==> src/rtl/capture_integrator.sv <==
// Sync-derived active window with a saturating per-channel integrator per pixel and
// optional frame-to-frame persistence through an external simple dual-port frame RAM.
module capture_integrator #(
  parameter int CHANNELS = 3,
  parameter int ACC_W    = 5,
  parameter int MEM_W    = 4,
  parameter int DECIM    = 2,
  parameter int H_SKIP   = 40,
  parameter int H_ACTIVE = 800,
  parameter int V_SKIP   = 0,
  parameter int V_ACTIVE = 600,
  parameter int ADDR_W   = 18
) (
  input  logic                        clock,
  input  logic                        reset_n,
  input  logic                        hsync_n,
  input  logic                        vsync_n,
  input  logic [CHANNELS-1:0]         comp,
  input  logic [1:0]                  mode,
  output logic [ADDR_W-1:0]           mem_rd_addr,
  input  logic [CHANNELS*MEM_W-1:0]   mem_rd_data,
  output logic [ADDR_W-1:0]           mem_wr_addr,
  output logic [CHANNELS*MEM_W-1:0]   mem_wr_data,
  output logic                        mem_wr_en,
  output logic [CHANNELS*ACC_W-1:0]   pix_out,
  output logic                        pix_valid,
  output logic                        frame_start
);
  localparam logic [11:0] DMASK = 12'(DECIM - 1);
  localparam logic [11:0] HS    = 12'(H_SKIP);
  localparam logic [11:0] HA    = 12'(H_ACTIVE);
  localparam logic [11:0] VS    = 12'(V_SKIP);
  localparam logic [11:0] VA    = 12'(V_ACTIVE);

  logic [CHANNELS-1:0] comp_sync;
  logic hs_sync, hs_prev, vs_sync, vs_prev;
  logic [11:0] col, row, col_nxt, col_off, nxt_off;
  logic [ADDR_W-1:0] samp, samp_nxt;
  logic [1:0] mode_lat;
  logic armed;
  logic hs_rise, vs_rise, vs_fall, col_act, row_act, active, first, last, next_last;
  logic [CHANNELS-1:0][MEM_W-1:0] ram_in, rd_hold, wr_nxt;
  logic [CHANNELS-1:0][ACC_W-1:0] acc, acc_nxt;

  function automatic logic [ACC_W-1:0] step(input logic [ACC_W-1:0] v, input logic up);
    if (up) step = (&v) ? v : v + ACC_W'(1);
    else    step = (v == '0) ? v : v - ACC_W'(1);
  endfunction

  function automatic logic [ACC_W-1:0] load(input logic [MEM_W-1:0] v);
    load = ACC_W'(v) << (ACC_W - MEM_W);
  endfunction

  assign ram_in  = mem_rd_data;
  assign hs_rise = hs_sync & ~hs_prev;
  assign vs_rise = vs_sync & ~vs_prev;
  assign vs_fall = ~vs_sync & vs_prev;
  // Offset compares wrap below the skip, so one unsigned test covers both window bounds.
  assign col_off = col - HS;
  assign col_act = col_off < HA;
  assign row_act = (row - VS) < VA;
  assign active  = armed & vs_sync & col_act & row_act;
  assign first   = (col_off & DMASK) == 12'd0;
  assign last    = (col_off & DMASK) == DMASK;
  assign nxt_off = col_nxt - HS;
  assign next_last = armed & vs_sync & row_act & (nxt_off < HA) & ((nxt_off & DMASK) == DMASK);

  always_comb begin
    if (hs_rise)             col_nxt = 12'd0;
    else if (col == 12'hFFF) col_nxt = col;
    else                     col_nxt = col + 12'd1;
  end

  always_comb begin
    if (!vs_sync)             samp_nxt = '0;
    else if (active && last)  samp_nxt = samp + ADDR_W'(1);
    else                      samp_nxt = samp;
  end

  // Stored samples only arrive during `first`; later phases of the sample use the held copy.
  always_comb begin
    acc_nxt = acc;
    wr_nxt  = '0;
    for (int i = 0; i < CHANNELS; i++) begin
      if (active) begin
        case (mode_lat)
          2'd0:    acc_nxt[i] = step(acc[i], comp_sync[i]);
          2'd1:    acc_nxt[i] = step(first ? load(ram_in[i]) : acc[i], comp_sync[i]);
          2'd2:    acc_nxt[i] = load(first ? ram_in[i] : rd_hold[i]);
          default: acc_nxt[i] = '0;
        endcase
      end else if (mode_lat != 2'd0) begin
        acc_nxt[i] = '0;
      end else begin
        acc_nxt[i] = acc[i];
      end
      wr_nxt[i] = acc_nxt[i][ACC_W-1 -: MEM_W];
    end
  end

  always_ff @(posedge clock or negedge reset_n) begin
    if (!reset_n) begin
      comp_sync <= '0;
      hs_sync   <= 1'b0;
      hs_prev   <= 1'b0;
      vs_sync   <= 1'b0;
      vs_prev   <= 1'b0;
    end else begin
      comp_sync <= comp;
      hs_sync   <= hsync_n;
      hs_prev   <= hs_sync;
      vs_sync   <= vsync_n;
      vs_prev   <= vs_sync;
    end
  end

  always_ff @(posedge clock or negedge reset_n) begin
    if (!reset_n) begin
      col      <= '0;
      row      <= '0;
      samp     <= '0;
      mode_lat <= 2'd0;
      armed    <= 1'b0;
      rd_hold  <= '0;
      acc      <= '0;
    end else begin
      col  <= col_nxt;
      samp <= samp_nxt;
      acc  <= acc_nxt;
      if (vs_rise)                     row <= 12'd0;
      else if (hs_rise && row != 12'hFFF) row <= row + 12'd1;
      if (vs_fall) begin
        mode_lat <= mode;
        armed    <= 1'b1;
      end
      if (active && first) rd_hold <= ram_in;
    end
  end

  // The read address leads by one sample so RAM data lines up with the `first` cycle.
  always_ff @(posedge clock or negedge reset_n) begin
    if (!reset_n) begin
      mem_rd_addr <= '0;
      mem_wr_addr <= '0;
      mem_wr_data <= '0;
      mem_wr_en   <= 1'b0;
      pix_out     <= '0;
      pix_valid   <= 1'b0;
      frame_start <= 1'b0;
    end else begin
      mem_rd_addr <= samp_nxt + ADDR_W'(next_last);
      mem_wr_addr <= samp;
      mem_wr_data <= wr_nxt;
      mem_wr_en   <= active & last & mode_lat[0];
      pix_out     <= active ? acc_nxt : '0;
      pix_valid   <= active;
      frame_start <= vs_fall;
    end
  end
endmodule

==> config.mk <==
export PLATFORM = sky130hd
export DESIGN_NAME = capture_integrator
export DESIGN_NICKNAME = d
export VERILOG_FILES = /design/src/rtl/capture_integrator.sv
export SDC_FILE = /design/constraint.sdc
export NUM_CORES = 1
export LEC_CHECK = 0
export CORE_MARGIN = 2
export CORE_UTILIZATION = 60
export DETAILED_ROUTE_END_ITERATION = 7
export PLACE_DENSITY_LB_ADDON = 0.15
export SYNTH_ARGS = -nofsm -noshare
export SYNTH_HDL_FRONTEND = slang
export SYNTH_SLANG_ARGS = --single-unit
==> constraint.sdc <==
create_clock -name clock -period 9 [get_ports clock]
set_input_delay 0.9 -clock clock [delete_from_list [all_inputs] [get_ports clock]]
set_output_delay 0.9 -clock clock [all_outputs]
set_load 0.01 [all_outputs]
# After elaboration in Yosys (flattened, before gate mapping)
# Index checks and enable logic that the tools add are counted.
# classes
n_addsub	18
magnitude_cmp	3
eq_ne	4
muxes	40
bitwise_logic	14
reduce_logical	19
# ops
op	n
5-bit two-way mux	27
12-bit two-way mux	4
5-bit one-hot mux with 3 select lines	3
12-bit by 10-bit less-than comparator with 1-bit output (second input constant)	3
18-bit two-way mux	2
5-bit by 1-bit adder with 5-bit output (second input constant)	6
5-bit logical NOT	6
5-bit AND reduction	6
5-bit by 1-bit subtractor with 5-bit output (second input constant)	6
12-bit by 1-bit adder with 12-bit output (second input constant)	2
12-bit by 6-bit subtractor with 12-bit output (second input constant)	2
18-bit by 1-bit adder with 18-bit output	1
18-bit by 1-bit adder with 18-bit output (second input constant)	1
15-bit two-way mux	1
12-bit equality test (second input constant)	1
12-bit logical NOT	1
4-bit two-way mux	3
12-bit != test (second input constant)	1
1-bit bitwise AND	11
2-bit nonzero test	2
1-bit logical AND	3
1-bit inverter	3
2-bit by 1-bit equality test with 1-bit output (second input constant)	1
2-bit equality test (second input constant)	1
2-bit logical NOT	1
# totals
register_bits	145
inputBits	21
output_inout_bits	66
wordCells	121

# Depth between registers and ports, before layout
# depth
word_depth	9
ltp_mapped	15
depth_no_buf	14

# Worst setup path before layout
# Ideal clock, no wire load.
# synth_timing
path_type	register -> register
start	reg col[1]
end	reg mem_rd_addr[12]
setup_ns	0.079
arrival_time_ns	3.011
required_time_ns	8.921
slack_ns	5.910
path_stages_with_launch	15
path_buffers	0
period_less_slack_ns	3.090
cell_sequence	dfrtp_1 > ha_1 > nand3_1 > nor2_1 > nand3_1 > nand4_1 > mux2_2 > o31ai_1 > a221oi_1 > nor3_1 > ha_1 > ha_1 > nand3_1 > nor4b_2 > xor2_1
# synth_via
elab_chain_cells	8
elab_cells_between_ends	16
cone_classes	add/sub: 4; order compare: 2; eq/ne: 1; mux: 4; bitwise: 4; reduce/logical: 1
# synth_lines
item	line_no	text
start: declaration	37	logic [11:0] col, row, col_nxt, col_off, nxt_off;
start signal: assignment	127	col <= col_nxt;
12-bit by 1-bit adder with 12-bit output, or another cell as far along	71	else col_nxt = col + 12'd1;
12-bit two-way mux or 12-bit by 10-bit less-than comparator with 1-bit output (tied branches)	70, 60	
12-bit two-way mux or 1-bit bitwise AND (tied branches)	69, 62	
12-bit by 6-bit subtractor with 12-bit output or 1-bit bitwise AND (tied branches)	65, 62	
12-bit by 10-bit less-than comparator with 1-bit output or 1-bit logical AND (tied branches)	66, 76	
1-bit bitwise AND or 18-bit two-way mux (tied branches)	66, 76	
1-bit bitwise AND or 18-bit two-way mux (tied branches)	66, 75	
18-bit by 1-bit adder with 18-bit output *	151	mem_rd_addr <= samp_nxt + ADDR_W'(next_last);
end signal: assignment	151	
end: declaration	20	output logic [ADDR_W-1:0] mem_rd_addr,
# Every way passes the cells marked *; elsewhere a longest branch is shown, timed or not.
# A chain may end at the register's enable or synchronous reset.

# Worst setup path in the final report
# layout_timing
start	reg col[1]
end	reg mem_rd_addr[14]
# The elaborated chain is that of the path after synthesis.

==> flow_results.xml <==
<?xml version="1.0" encoding="UTF-8"?>
<metrics>
  <group name="final_layout">
    <metric name="nFillCells" unit="">849</metric>
    <metric name="layout-area-overhead-vs-synth" unit="%">19.38</metric>
    <metric name="multi_input_area" unit="um^2">3802</metric>
    <metric name="final_net_count" unit="">878</metric>
    <metric name="final_core_utilization" unit="%">74.07</metric>
    <metric name="final_layout_size_suffix_gt1_share" unit="%">8.363</metric>
    <metric name="register_area" unit="um^2">3329</metric>
    <metric name="final-instance-count-excl-fill" unit="">1017</metric>
    <metric name="antenna_cells" unit="">0</metric>
  </group>
  <group name="outcome">
    <metric name="status" unit="">finished, final reports clean</metric>
  </group>
  <group name="placed_design">
    <metric name="place.detailed.instances" unit="">986</metric>
    <metric name="dpl.hpwl" unit="um">12560</metric>
    <metric name="gp_routability_congestion" unit="">0.9387</metric>
    <metric name="dp_slack" unit="ns">4.879</metric>
    <metric name="placement.io_buffers" unit="">86</metric>
  </group>
  <group name="synth">
    <metric name="dominant_combinational_cell_family_by_area_after_synthesis" unit="">simple AND/OR/NAND/NOR gates</metric>
    <metric name="post-synth-top-area-cell" unit="">sky130_fd_sc_hd__dfrtp_1</metric>
    <metric name="yosys_warnings" unit="">0</metric>
    <metric name="postSynthCellCount" unit="">782</metric>
    <metric name="yosys_most_used_dff" unit="">sky130_fd_sc_hd__dfrtp_1</metric>
    <metric name="async_reset_ff_share" unit="%">100.0</metric>
    <metric name="mappedNetlistNets" unit="">823</metric>
    <metric name="synth_area_per_cell" unit="um^2">9.610</metric>
    <metric name="ys_types" unit="">67</metric>
    <metric name="synth.ff_latch_count" unit="">133</metric>
    <metric name="synthSimpleGateAreaFrac" unit="%">18.85</metric>
    <metric name="mux_share_of_post_synthesis_cell_area" unit="%">6.593</metric>
    <metric name="netlist_top_cells_area" unit="">sky130_fd_sc_hd__dfrtp_1, sky130_fd_sc_hd__xnor2_1, sky130_fd_sc_hd__nor2_1</metric>
    <metric name="synth.cell_area" unit="um^2">7515</metric>
    <metric name="synth_sequential_area_ratio" unit="%">44.29</metric>
    <metric name="synth_enable_flop_cells" unit="">0</metric>
    <metric name="synthDominantCellAreaShare" unit="%">44.29</metric>
    <metric name="yosysMostFrequentCell" unit="">sky130_fd_sc_hd__dfrtp_1</metric>
    <metric name="xor_and_xnor_area_share_after_synthesis" unit="%">7.925</metric>
    <metric name="synth_adder_area_share" unit="%">3.330</metric>
    <metric name="synth-compound-area-share" unit="%">13.90</metric>
    <metric name="post_synth_most_frequent_cells" unit="">sky130_fd_sc_hd__dfrtp_1, sky130_fd_sc_hd__nor2_1, sky130_fd_sc_hd__nand2_1</metric>
  </group>
  <group name="grt">
    <metric name="track_usage" unit="%">28.65</metric>
    <metric name="grt_antenna_before_repair" unit="">0</metric>
    <metric name="grt_first_pass_wirelength" unit="um">30130</metric>
    <metric name="globalRoute.totalOverflow" unit="">0</metric>
    <metric name="vias_in_the_first_global_route" unit="">6036</metric>
    <metric name="grt_start_max_net_pins" unit="">80</metric>
  </group>
  <group name="timing">
    <metric name="final.period_utilization" unit="%">47.07</metric>
    <metric name="measured_slew_at_the_worst_slew_check_pin" unit="ns">1.142</metric>
    <metric name="timing.final.setup_violations" unit="">0</metric>
    <metric name="final.setup_skew" unit="ns">0.01027</metric>
    <metric name="grt_setup_unrepaired" unit="">false</metric>
    <metric name="maximum_clock_frequency" unit="MHz">236.1</metric>
    <metric name="layout_setup_ws" unit="ns">4.764</metric>
    <metric name="final_critical_period" unit="ns">4.236</metric>
    <metric name="timing.final.hold_violations" unit="">0</metric>
    <metric name="fin_setup_tns" unit="ns">0</metric>
    <metric name="timing_max_transition_violations_final" unit="">0</metric>
    <metric name="relSlewSlack" unit="%">23.61</metric>
  </group>
  <group name="cts">
    <metric name="clk_tree_root_cell" unit="">sky130_fd_sc_hd__clkbuf_16</metric>
    <metric name="h-tree-depth" unit="">4</metric>
    <metric name="cts_resized" unit="">0</metric>
    <metric name="worst_skew_pair.late_latency" unit="ns">0.42</metric>
    <metric name="cts_tree" unit="">done</metric>
    <metric name="cts-buffers-inserted" unit="">17</metric>
    <metric name="path_clk_slew" unit="ns">0.06</metric>
    <metric name="total_of_hold_buffers_inserted_after_clock_tree_synthesis" unit="">0</metric>
    <metric name="cts_sinks" unit="">133</metric>
    <metric name="ctsLongestPathBuffers" unit="">2</metric>
    <metric name="post_cts_buffers" unit="">0</metric>
  </group>
  <group name="floorplanning">
    <metric name="die_y" unit="um">115.9</metric>
    <metric name="die_footprint" unit="um^2">13440</metric>
    <metric name="starting_density_of_the_core" unit="%">62.05</metric>
    <metric name="die_x" unit="um">115.9</metric>
    <metric name="design.core.area" unit="um^2">12110</metric>
    <metric name="design.portCount" unit="">87</metric>
    <metric name="floorplan.rows" unit="">40</metric>
  </group>
  <group name="critical_path">
    <metric name="worstSetupEndpointType" unit="">flip-flop</metric>
    <metric name="startpoint_type_of_the_worst_setup_path" unit="">flip-flop</metric>
    <metric name="crit_path_max_fanout" unit="">12</metric>
    <metric name="setup.reg_to_reg.worst_slack" unit="ns">4.76</metric>
    <metric name="worst-setup-path-type" unit="">flip-flop to flip-flop</metric>
    <metric name="crit_arrival" unit="ns">4.57</metric>
    <metric name="crit_required" unit="ns">9.33</metric>
  </group>
  <group name="run">
    <metric name="cap_violations" unit="">0</metric>
  </group>
  <group name="drt">
    <metric name="drt_iter0_markers" unit="">507</metric>
    <metric name="via_per_inst" unit="">6.111</metric>
    <metric name="wire_per_inst" unit="um">18.11</metric>
    <metric name="drt-pass1-iter-count" unit="">7</metric>
    <metric name="via_count" unit="">6215</metric>
    <metric name="drcViolationCount" unit="">0</metric>
    <metric name="wirelength" unit="um">18410</metric>
    <metric name="antenna_left" unit="">0</metric>
  </group>
  <group name="power">
    <metric name="pwr_per_cell_area" unit="nW/um^2">170.4</metric>
    <metric name="peak_supply_drop" unit="uV">218.1</metric>
    <metric name="leakagePower" unit="nW">4.063</metric>
  </group>
  <group name="hold_path">
    <metric name="hold_path.class" unit="">flip-flop to flip-flop</metric>
  </group>
</metrics>
==> placed cells by master, fill, tap and decap left out, drive strengths merged, types with 20 or more instances in the layout <==
cell type,netlist,final
mux2i,27,27
clkbuf,32,22
nand4,22,22
ha,20,20
o21ai,34,34
clkdlybuf4s50,0,85
xnor2,38,38
nor2,77,77
mux2,20,20
dfrtp,133,133
inv,28,28
a21oi,39,39
nor3,21,21
xor2,30,30
nand3,32,32
nand2,46,46
==> state kept, by name, indices dropped and copies added (netlist names), 2 cells and up <==
| register | cells |
|---|---|
| mem_rd_addr | 18 |
| mem_wr_addr | 18 |
| samp | 18 |
| pix_out | 15 |
| col | 12 |
| rd_hold | 12 |
| row | 12 |
| mem_wr_data | 11 |
| acc | 4 |
| comp_sync | 3 |
| mode_lat | 2 |
==> final timing paths <==
kind | startpoint | endpoint | cells past startpoint
max | col[1] | mem_rd_addr[14] | 14
min | hs_sync | hs_prev | 0
max reg2reg | col[1] | mem_rd_addr[14] | 14
min reg2reg | hs_sync | hs_prev | 0
max in group asynchronous | reset_n | col[0] | 2
min in group asynchronous | reset_n | pix_out[2] | 1
==> area by class of cell <==
cell class | count | area share [%]
clock buffer | 22 | 5.286
multi-input combinational | 566 | 42.38
tap | 168 | 2.343
inverter | 28 | 1.172
sequential | 133 | 37.11
clock inverter | 9 | 1.674
timing repair buffer | 91 | 10.03
==> worst max-delay path: stages (launching register included) <==
cell and delay, ns:
sky130_fd_sc_hd__dfrtp_1 0.40, sky130_fd_sc_hd__ha_1 0.24, sky130_fd_sc_hd__nand3_1 0.16, sky130_fd_sc_hd__nor2_1 0.29, sky130_fd_sc_hd__nand3_1 0.41, sky130_fd_sc_hd__nand4_1 0.37
sky130_fd_sc_hd__mux2_2 0.37, sky130_fd_sc_hd__o31ai_1 0.22, sky130_fd_sc_hd__a221oi_1 0.11, sky130_fd_sc_hd__nor3_1 0.27, sky130_fd_sc_hd__ha_1 0.24, sky130_fd_sc_hd__ha_1 0.24
sky130_fd_sc_hd__nand3_1 0.24, sky130_fd_sc_hd__nor3b_1 0.36, sky130_fd_sc_hd__xor2_1 0.23
==> layer usage <==
metal  GRT usage, %  vias up  share of wire (%)
li1               -     2887                  -
met1          39.68     3008                 44
met2          45.15      287                 48
met3          6.485       33                7.2
met4          9.286        0                1.6
met5              0        -                  0
==> where the power goes <==
part           leakage [nW]  internal, W  switching, W
Combinational          1.94    0.0000667     0.0000998
Clock                 0.302     0.000482      0.000246
Sequential             1.82     0.000610     0.0000243
Total                  4.06      0.00116      0.000370
==> kinds of logic (layout without fill, tap and decap cells) <==
| logic type | after synthesis | in the layout |
|---|---|---|
| muxes | 47 | 47 |
| adders and majority gates | 20 | 20 |
| xor gates and xnor gates | 68 | 68 |
| AOI/OAI and AO/OA | 157 | 157 |
| buffers and inverters | 83 | 150 |
| and+or+nand+nor | 274 | 274 |
| DFF | 133 | 133 |
==> per-stage QoR <==
step / instance area, um^2 / total power (W) / hold slack (ns)
floorplan: 7515 / 0.0007535 / 0.3465
global placement: 8347 / 0.0008019 / 0.3628
detailed placement: 8347 / 0.0008076 / 0.3700
CTS: 8971 / 0.001534 / 0.3787
global route: 8971 / 0.001584 / 0.3828
finish: 8971 / 0.001529 / 0.3734
No activity file was read; power rests on OpenSTA's default activity.
